==> config.mk <==
export PLATFORM = sky130hd
export DESIGN_NAME = icache_flush_sequencer_flat
export DESIGN_NICKNAME = d
export VERILOG_FILES = /design/src/rtl/icache_flush_seq_pkg.sv /design/src/rtl/icache_flush_sequencer_if.sv /design/src/rtl/icache_fetch_outstanding_cnt.sv /design/src/rtl/icache_flush_sequencer.sv /design/src/flat_wrapper.sv
export SDC_FILE = /design/constraint.sdc
export NUM_CORES = 1
export LEC_CHECK = 0
export BUFFER_PORTS_ARGS = -buffer_cell sky130_fd_sc_hd__buf_2
export CAP_MARGIN = 20
export CORE_MARGIN = 2
export CORE_UTILIZATION = 55
export CTS_CLUSTER_SIZE = 12
export DETAILED_ROUTE_END_ITERATION = 12
export HOLD_SLACK_MARGIN = 0.02
export PLACE_DENSITY = 0.83
export REMOVE_ABC_BUFFERS = 1
export SYNTH_ARGS = -nofsm -noshare
export SYNTH_HDL_FRONTEND = slang
export SYNTH_HIERARCHICAL = 1
export SYNTH_SLANG_ARGS = --single-unit
==> constraint.sdc <==
create_clock -name clk_i -period 2.78 [get_ports clk_i]
set_clock_uncertainty 0.15 [all_clocks]
set_input_delay 0.278 -clock clk_i [delete_from_list [all_inputs] [get_ports clk_i]]
set_output_delay 0.278 -clock clk_i [all_outputs]
set_load 0.01 [all_outputs]
==> src/rtl/icache_flush_seq_pkg.sv <==
// rtl/icache_flush_seq_pkg.sv - shared types for the icache flush sequencer
// Contents: flush_state_e, the 2-bit sequencer state (IDLE, DRAIN, FLUSH, ACK).
package icache_flush_seq_pkg;

    typedef enum logic [1:0] {
        IDLE  = 2'd0,
        DRAIN = 2'd1,
        FLUSH = 2'd2,
        ACK   = 2'd3
    } flush_state_e;

endpackage

==> src/rtl/icache_flush_sequencer_if.sv <==
// rtl/icache_flush_sequencer_if.sv - core/fetch/cache-side signals of the flush sequencer
// Ports (slave = sequencer side):
//   core_flush_valid_i / core_flush_ready_o  per-core flush request / one-cycle acknowledge
//   fetch_req_i, fetch_gnt_i, fetch_rvalid_i  gated fetch traffic as seen by the cache
//   fetch_block_o                             per-port fetch block, ANDed (inverted) into core requests
//   cache_flush_valid_o / cache_flush_ready_i single flush handshake towards the cache
//   busy_o                                    sequencer not idle
interface icache_flush_sequencer_if #(
    parameter int unsigned NumFetchPorts = 8
);

    logic [NumFetchPorts-1:0] core_flush_valid_i;
    logic [NumFetchPorts-1:0] core_flush_ready_o;
    logic [NumFetchPorts-1:0] fetch_req_i;
    logic [NumFetchPorts-1:0] fetch_gnt_i;
    logic [NumFetchPorts-1:0] fetch_rvalid_i;
    logic [NumFetchPorts-1:0] fetch_block_o;
    logic                     cache_flush_valid_o;
    logic                     cache_flush_ready_i;
    logic                     busy_o;

    modport slave (
        input  core_flush_valid_i, fetch_req_i, fetch_gnt_i, fetch_rvalid_i, cache_flush_ready_i,
        output core_flush_ready_o, fetch_block_o, cache_flush_valid_o, busy_o
    );

    modport master (
        output core_flush_valid_i, fetch_req_i, fetch_gnt_i, fetch_rvalid_i, cache_flush_ready_i,
        input  core_flush_ready_o, fetch_block_o, cache_flush_valid_o, busy_o
    );

endinterface

==> src/rtl/icache_fetch_outstanding_cnt.sv <==
// rtl/icache_fetch_outstanding_cnt.sv - saturating up/down count of outstanding fetches on one port
// Ports:
//   clk_i, rst_ni  clock, asynchronous active-low reset
//   inc_i, dec_i   grant accepted / response returned this cycle
//   count_o        registered outstanding count
//   is_zero_o      count after this cycle's inc/dec will be zero
//   is_full_o      count after this cycle's inc/dec will be MaxOutstanding
module icache_fetch_outstanding_cnt #(
    parameter  int unsigned MaxOutstanding = 2,
    localparam int unsigned CntWidth       = $clog2(MaxOutstanding + 1)
) (
    input  logic                clk_i,
    input  logic                rst_ni,
    input  logic                inc_i,
    input  logic                dec_i,
    output logic [CntWidth-1:0] count_o,
    output logic                is_zero_o,
    output logic                is_full_o
);

    localparam logic [CntWidth-1:0] CntMax = CntWidth'(MaxOutstanding);

    logic [CntWidth-1:0] count_q;
    logic [CntWidth-1:0] count_d;

    // Saturate at both ends; illegal over/underflow is flagged by the parent's assertions.
    always_comb begin
        count_d = count_q;
        if (inc_i && !dec_i && (count_q != CntMax)) begin
            count_d = count_q + CntWidth'(1);
        end else if (dec_i && !inc_i && (count_q != '0)) begin
            count_d = count_q - CntWidth'(1);
        end
    end

    always_ff @(posedge clk_i or negedge rst_ni) begin
        if (!rst_ni) begin
            count_q <= '0;
        end else begin
            count_q <= count_d;
        end
    end

    // Flags look one cycle ahead so the registered block and the drain exit line up with the count.
    assign count_o   = count_q;
    assign is_zero_o = (count_d == '0);
    assign is_full_o = (count_d == CntMax);

endmodule

==> src/rtl/icache_flush_sequencer.sv <==
// rtl/icache_flush_sequencer.sv - orders icache flushes so none overlaps an in-flight fetch
// Ports:
//   clk_i   clock
//   rst_ni  asynchronous active-low reset
//   bus     icache_flush_sequencer_if.slave (core flush handshakes, fetch traffic, cache flush handshake)
module icache_flush_sequencer
    import icache_flush_seq_pkg::*;
#(
    parameter int unsigned NumFetchPorts  = 8,
    parameter int unsigned MaxOutstanding = 2
) (
    input  logic                   clk_i,
    input  logic                   rst_ni,
    icache_flush_sequencer_if.slave bus
);

    localparam int unsigned CntWidth = $clog2(MaxOutstanding + 1);

    flush_state_e             state_q, state_d;
    logic [NumFetchPorts-1:0] snapshot_q, snapshot_d;
    logic [NumFetchPorts-1:0] block_q, block_d;
    logic [NumFetchPorts-1:0] fetch_inc;
    logic [NumFetchPorts-1:0] next_zero;
    logic [NumFetchPorts-1:0] next_full;
    logic [CntWidth-1:0]      cnt [NumFetchPorts];

    assign fetch_inc = bus.fetch_req_i & bus.fetch_gnt_i;

    for (genvar i = 0; i < NumFetchPorts; i++) begin : g_port
        icache_fetch_outstanding_cnt #(
            .MaxOutstanding(MaxOutstanding)
        ) u_cnt (
            .clk_i    (clk_i),
            .rst_ni   (rst_ni),
            .inc_i    (fetch_inc[i]),
            .dec_i    (bus.fetch_rvalid_i[i]),
            .count_o  (cnt[i]),
            .is_zero_o(next_zero[i]),
            .is_full_o(next_full[i])
        );

        a_no_underflow: assert property (@(posedge clk_i) disable iff (!rst_ni)
            (bus.fetch_rvalid_i[i] && !fetch_inc[i]) |-> (cnt[i] != '0));

        a_no_overflow: assert property (@(posedge clk_i) disable iff (!rst_ni)
            (fetch_inc[i] && !bus.fetch_rvalid_i[i]) |-> (cnt[i] != CntWidth'(MaxOutstanding)));
    end

    // DRAIN exits on the post-update counts: a grant this cycle keeps us draining,
    // while the last response lets FLUSH start on the very next cycle.
    always_comb begin
        state_d    = state_q;
        snapshot_d = snapshot_q;
        unique case (state_q)
            IDLE: begin
                if (|bus.core_flush_valid_i) begin
                    snapshot_d = bus.core_flush_valid_i;
                    state_d    = DRAIN;
                end
            end
            DRAIN: begin
                if (&next_zero) begin
                    state_d = FLUSH;
                end
            end
            FLUSH: begin
                if (bus.cache_flush_ready_i) begin
                    state_d = ACK;
                end
            end
            ACK: begin
                snapshot_d = '0;
                state_d    = IDLE;
            end
            default: state_d = IDLE;
        endcase
    end

    assign block_d = {NumFetchPorts{state_d != IDLE}} | next_full;

    always_ff @(posedge clk_i or negedge rst_ni) begin
        if (!rst_ni) begin
            state_q    <= IDLE;
            snapshot_q <= '0;
            block_q    <= '0;
        end else begin
            state_q    <= state_d;
            snapshot_q <= snapshot_d;
            block_q    <= block_d;
        end
    end

    assign bus.core_flush_ready_o  = (state_q == ACK) ? snapshot_q : '0;
    assign bus.cache_flush_valid_o = (state_q == FLUSH);
    assign bus.busy_o              = (state_q != IDLE);
    assign bus.fetch_block_o       = block_q;

    // Cores in the round must hold their request until acknowledged.
    a_snapshot_held: assert property (@(posedge clk_i) disable iff (!rst_ni)
        (state_q != IDLE) |-> ((snapshot_q & ~bus.core_flush_valid_i) == '0));

endmodule

==> src/flat_wrapper.sv <==
// flat-port wrapper written by rule: the top's interface ports become plain ports
module icache_flush_sequencer_flat import icache_flush_seq_pkg::*;
#(
    parameter int unsigned NumFetchPorts  = 8,
    parameter int unsigned MaxOutstanding = 2
)
  (clk_i, rst_ni, bus_core_flush_valid_i, bus_fetch_req_i, bus_fetch_gnt_i, bus_fetch_rvalid_i, bus_cache_flush_ready_i, bus_core_flush_ready_o, bus_fetch_block_o, bus_cache_flush_valid_o, bus_busy_o);
  icache_flush_sequencer_if #(.NumFetchPorts(NumFetchPorts)) bus_i ();
  input  logic clk_i;
  input  logic rst_ni;
  input wire logic [$bits(bus_i.core_flush_valid_i)-1:0] bus_core_flush_valid_i;
  input wire logic [$bits(bus_i.fetch_req_i)-1:0] bus_fetch_req_i;
  input wire logic [$bits(bus_i.fetch_gnt_i)-1:0] bus_fetch_gnt_i;
  input wire logic [$bits(bus_i.fetch_rvalid_i)-1:0] bus_fetch_rvalid_i;
  input wire logic [$bits(bus_i.cache_flush_ready_i)-1:0] bus_cache_flush_ready_i;
  output wire logic [$bits(bus_i.core_flush_ready_o)-1:0] bus_core_flush_ready_o;
  output wire logic [$bits(bus_i.fetch_block_o)-1:0] bus_fetch_block_o;
  output wire logic [$bits(bus_i.cache_flush_valid_o)-1:0] bus_cache_flush_valid_o;
  output wire logic [$bits(bus_i.busy_o)-1:0] bus_busy_o;
  assign bus_i.core_flush_valid_i = bus_core_flush_valid_i;
  assign bus_i.fetch_req_i = bus_fetch_req_i;
  assign bus_i.fetch_gnt_i = bus_fetch_gnt_i;
  assign bus_i.fetch_rvalid_i = bus_fetch_rvalid_i;
  assign bus_i.cache_flush_ready_i = bus_cache_flush_ready_i;
  assign bus_core_flush_ready_o = bus_i.core_flush_ready_o;
  assign bus_fetch_block_o = bus_i.fetch_block_o;
  assign bus_cache_flush_valid_o = bus_i.cache_flush_valid_o;
  assign bus_busy_o = bus_i.busy_o;
  icache_flush_sequencer #(.NumFetchPorts(NumFetchPorts), .MaxOutstanding(MaxOutstanding)) u_core (.clk_i(clk_i), .rst_ni(rst_ni), .bus(bus_i));
endmodule
==> results.py <==
metrics = {
    "status": {
        "outcome": "finished, final reports clean",
    },
    "synth": {
        "synth_ff_type": "dfrtp_1",
        "syn-cell-area_sq_um": 2270,
        "synth_top_cells_by_area": "dfrtp_1, ha_1, nor3b_2",
        "async_flop_share_pct": 100,
        "synth_edf_count": 0,
        "yosysTopAreaCell": "dfrtp_1",
        "ys_warn_count": 6,
        "synth.avg_cell_area_sq_um": 10.2,
        "seq_area_frac_synth_pct": 37.5,
        "syn_inst": 222,
        "yosysUniqueCellTypes": 37,
        "synth_top_area_share_pct": 37.5,
        "ys_ff_latch": 34,
    },
    "route": {
        "vias": 1790,
        "wl_per_cell_um": 13.1,
        "initialDrtViolationCount": 62,
        "post_drt_via_cell_ratio": 5.42,
        "first_pass_iters": 4,
        "drc_errors": 0,
        "wirelength_um": 4330,
        "ant_nets": 0,
    },
    "place": {
        "place_hpwl_um": 3330,
        "place_area_sq_um": 2570,
        "gp_congestion": 0.773,
        "io_buffer_count": 52,
    },
    "worst_setup_path": {
        "cp.required_ns": 2.79,
        "r2r_cells": 8,
        "startpoint_type": "flop",
        "endpoint_kind": "flop",
        "worstSetupPathType": "flop to flop",
        "critPathMaxFanout": 6,
        "crit_arrival_ns": 2.05,
    },
    "final_layout": {
        "drive_above_1_share_pct": 31.8,
        "diodes": 0,
        "final_common_cell": "buf_2",
        "nNetsFinal": 330,
        "final_cell_mix": "buf_2, dfrtp_1, nand2_1, inv_1, ha_1",
        "design_area_sq_um": 2680,
        "synthToLayoutAreaGrowth_pct": 18.1,
    },
    "cts": {
        "cts.sinks": 34,
        "post-cts-setup-buffer-count": 0,
        "worst_skew_pair.late_latency_ns": 0.28,
        "clk_pin_slew_ns": 0.06,
        "cts_tree": "yes",
        "ctsRootBufferMaster": "clkbuf_8",
        "htree_levels": 2,
        "numCtsBuffers": 5,
        "clockBufferDepth": 2,
    },
    "global_routing": {
        "grt_pass1_wl_um": 7090,
        "grt_pass1_vias": 1701,
        "antenna_found_initial": 0,
        "grt_overflow": 0,
        "grt_usage_pct": 20.8,
        "grt_max_degree": 35,
    },
    "sta": {
        "tns_ns": 0,
        "final-hold-violation-count": 0,
        "clock.fmax_ghz": 0.491,
        "tightest_slew_ns": 0.744,
        "hold_ws_ns": 0.0722,
        "fin_crit_sh_pct": 73.3,
        "setup_viol": 0,
        "slew_viol_final": 0,
        "slew_headroom_pct": 50.4,
        "rsz0062_at_grt": "false",
        "finalCriticalPeriod_ns": 2.04,
    },
    "run": {
        "maxCapViolCount": 0,
    },
    "floorplanning": {
        "die_area_sq_um": 4650,
        "start_util_pct": 57.1,
        "fp.dieH_um": 68.2,
        "core-area_sq_um": 3970,
        "chipWidth_um": 68.2,
        "num_rows": 23,
        "num_io_pins": 53,
    },
    "pwr": {
        "peakVddDrop_uv": 468,
        "powerDensity_nw_per_um2": 866,
        "leakagePower_nw": 1.25,
        "power_mw": 2.32,
    },
    "min_path": {
        "hold_path_class": "input port to flop",
        "holdPathStages": 3,
    },
}
-- per-layer routing --
layer,GRT usage [%],share of wire [%],up-vias
met5,0,0,-
met4,8.25,1.4,0
met3,6.25,4.3,5
met2,36.9,52,35
met1,23.3,42,847
li1,-,-,903
-- through the flow --
| stage | utilization [%] | std cells | worst slack (ns) |
|---|---|---|---|
| after floorplan | - | 219 | 0.894 |
| after global placement | 64.8 | 321 | 0.826 |
| after detailed placement | 64.8 | 321 | 0.752 |
| after CTS | 67.4 | 330 | 0.734 |
| after global routing | 67.4 | 330 | 0.539 |
| final | 67.4 | 330 | 0.742 |
-- area by class of cell --
| type | instances | area [sq um] |
|---|---|---|
| sequential | 34 | 851 |
| inverter | 17 | 63.8 |
| fill | 317 | 1300 |
| tap | 50 | 62.6 |
| multi-input combinational | 168 | 1340 |
| timing repair buffer | 53 | 270 |
| clock inverter | 1 | 5.00 |
| clock buffer | 7 | 86.3 |
-- cells by family (layout without fill, tap and decap cells) --
family	count (synthesis)	count (layout)	share of synthesized area, %
AOI/OAI and AO/OA	50	50	16.7
xor gates and xnor gates	1	1	0.387
adders and majority gates	16	16	8.83
buffers and inverters	20	78	3.48
DFF	34	34	37.5
muxes	14	14	6.57
and+or+nand+nor	87	87	26.4
-- report_power, final --
part | leakage, nW | internal (mW) | switching (mW)
clock | 0.0482 | 0.199 | 0.165
combinational | 0.830 | 0.559 | 0.569
sequential | 0.374 | 0.677 | 0.148
total | 1.25 | 1.44 | 0.882
-- final timing paths --
path	from	endpoint	slack, ns
worst min-delay path	bus_cache_flush_ready_i	u_core/state_q[0]	0.07
worst max register to register	u_core/g_port[0].u_cnt/count_o[1]	u_core/state_q[0]	0.74
min in group asynchronous	rst_ni	u_core/g_port[5].u_cnt/count_o[0]	0.44
worst min register to register	u_core/snapshot_q[7]	u_core/snapshot_q[7]	0.37
max in group asynchronous	rst_ni	u_core/g_port[3].u_cnt/count_o[0]	1.56
worst max-delay path	u_core/g_port[0].u_cnt/count_o[1]	u_core/state_q[0]	0.74
-- cells in the mapped netlist (7+ instances only) --
| master | count |
|---|---|
| a22o_1 | 7 |
| and2_1 | 9 |
| and3_1 | 8 |
| dfrtp_1 | 34 |
| ha_1 | 16 |
| inv_1 | 17 |
| mux2_2 | 7 |
| mux2i_1 | 7 |
| nand2_1 | 18 |
| nor2_1 | 11 |
| nor3_1 | 7 |
| nor3b_2 | 15 |
| o21a_1 | 14 |
| o21ai_0 | 10 |
| o2bb2ai_1 | 8 |
| or2_1 | 8 |
-- sequential cells by signal, summed over array words and instances, names as in the netlist --
signal and count:
u_core/g_port.u_cnt/count_o 16, u_core/state_q 2, u_core/bus.fetch_block_o 8, u_core/snapshot_q 8
-- timing repair --
item,in CTS,in global routing
hold buffers,1,0
hold endpoints to repair,34,0
gates resized for setup,0,0
-- critical path: stages (launching register included) --
cell and delay (ns):
dfrtp_1 0.42, inv_1 0.11, ha_1 0.37, nor4b_2 0.31, a21oi_1 0.08, o2bb2ai_2 0.13, nand4_1 0.10, o21ai_0 0.16
nand3b_1 0.09
No activity file was read; power rests on OpenSTA's default activity.
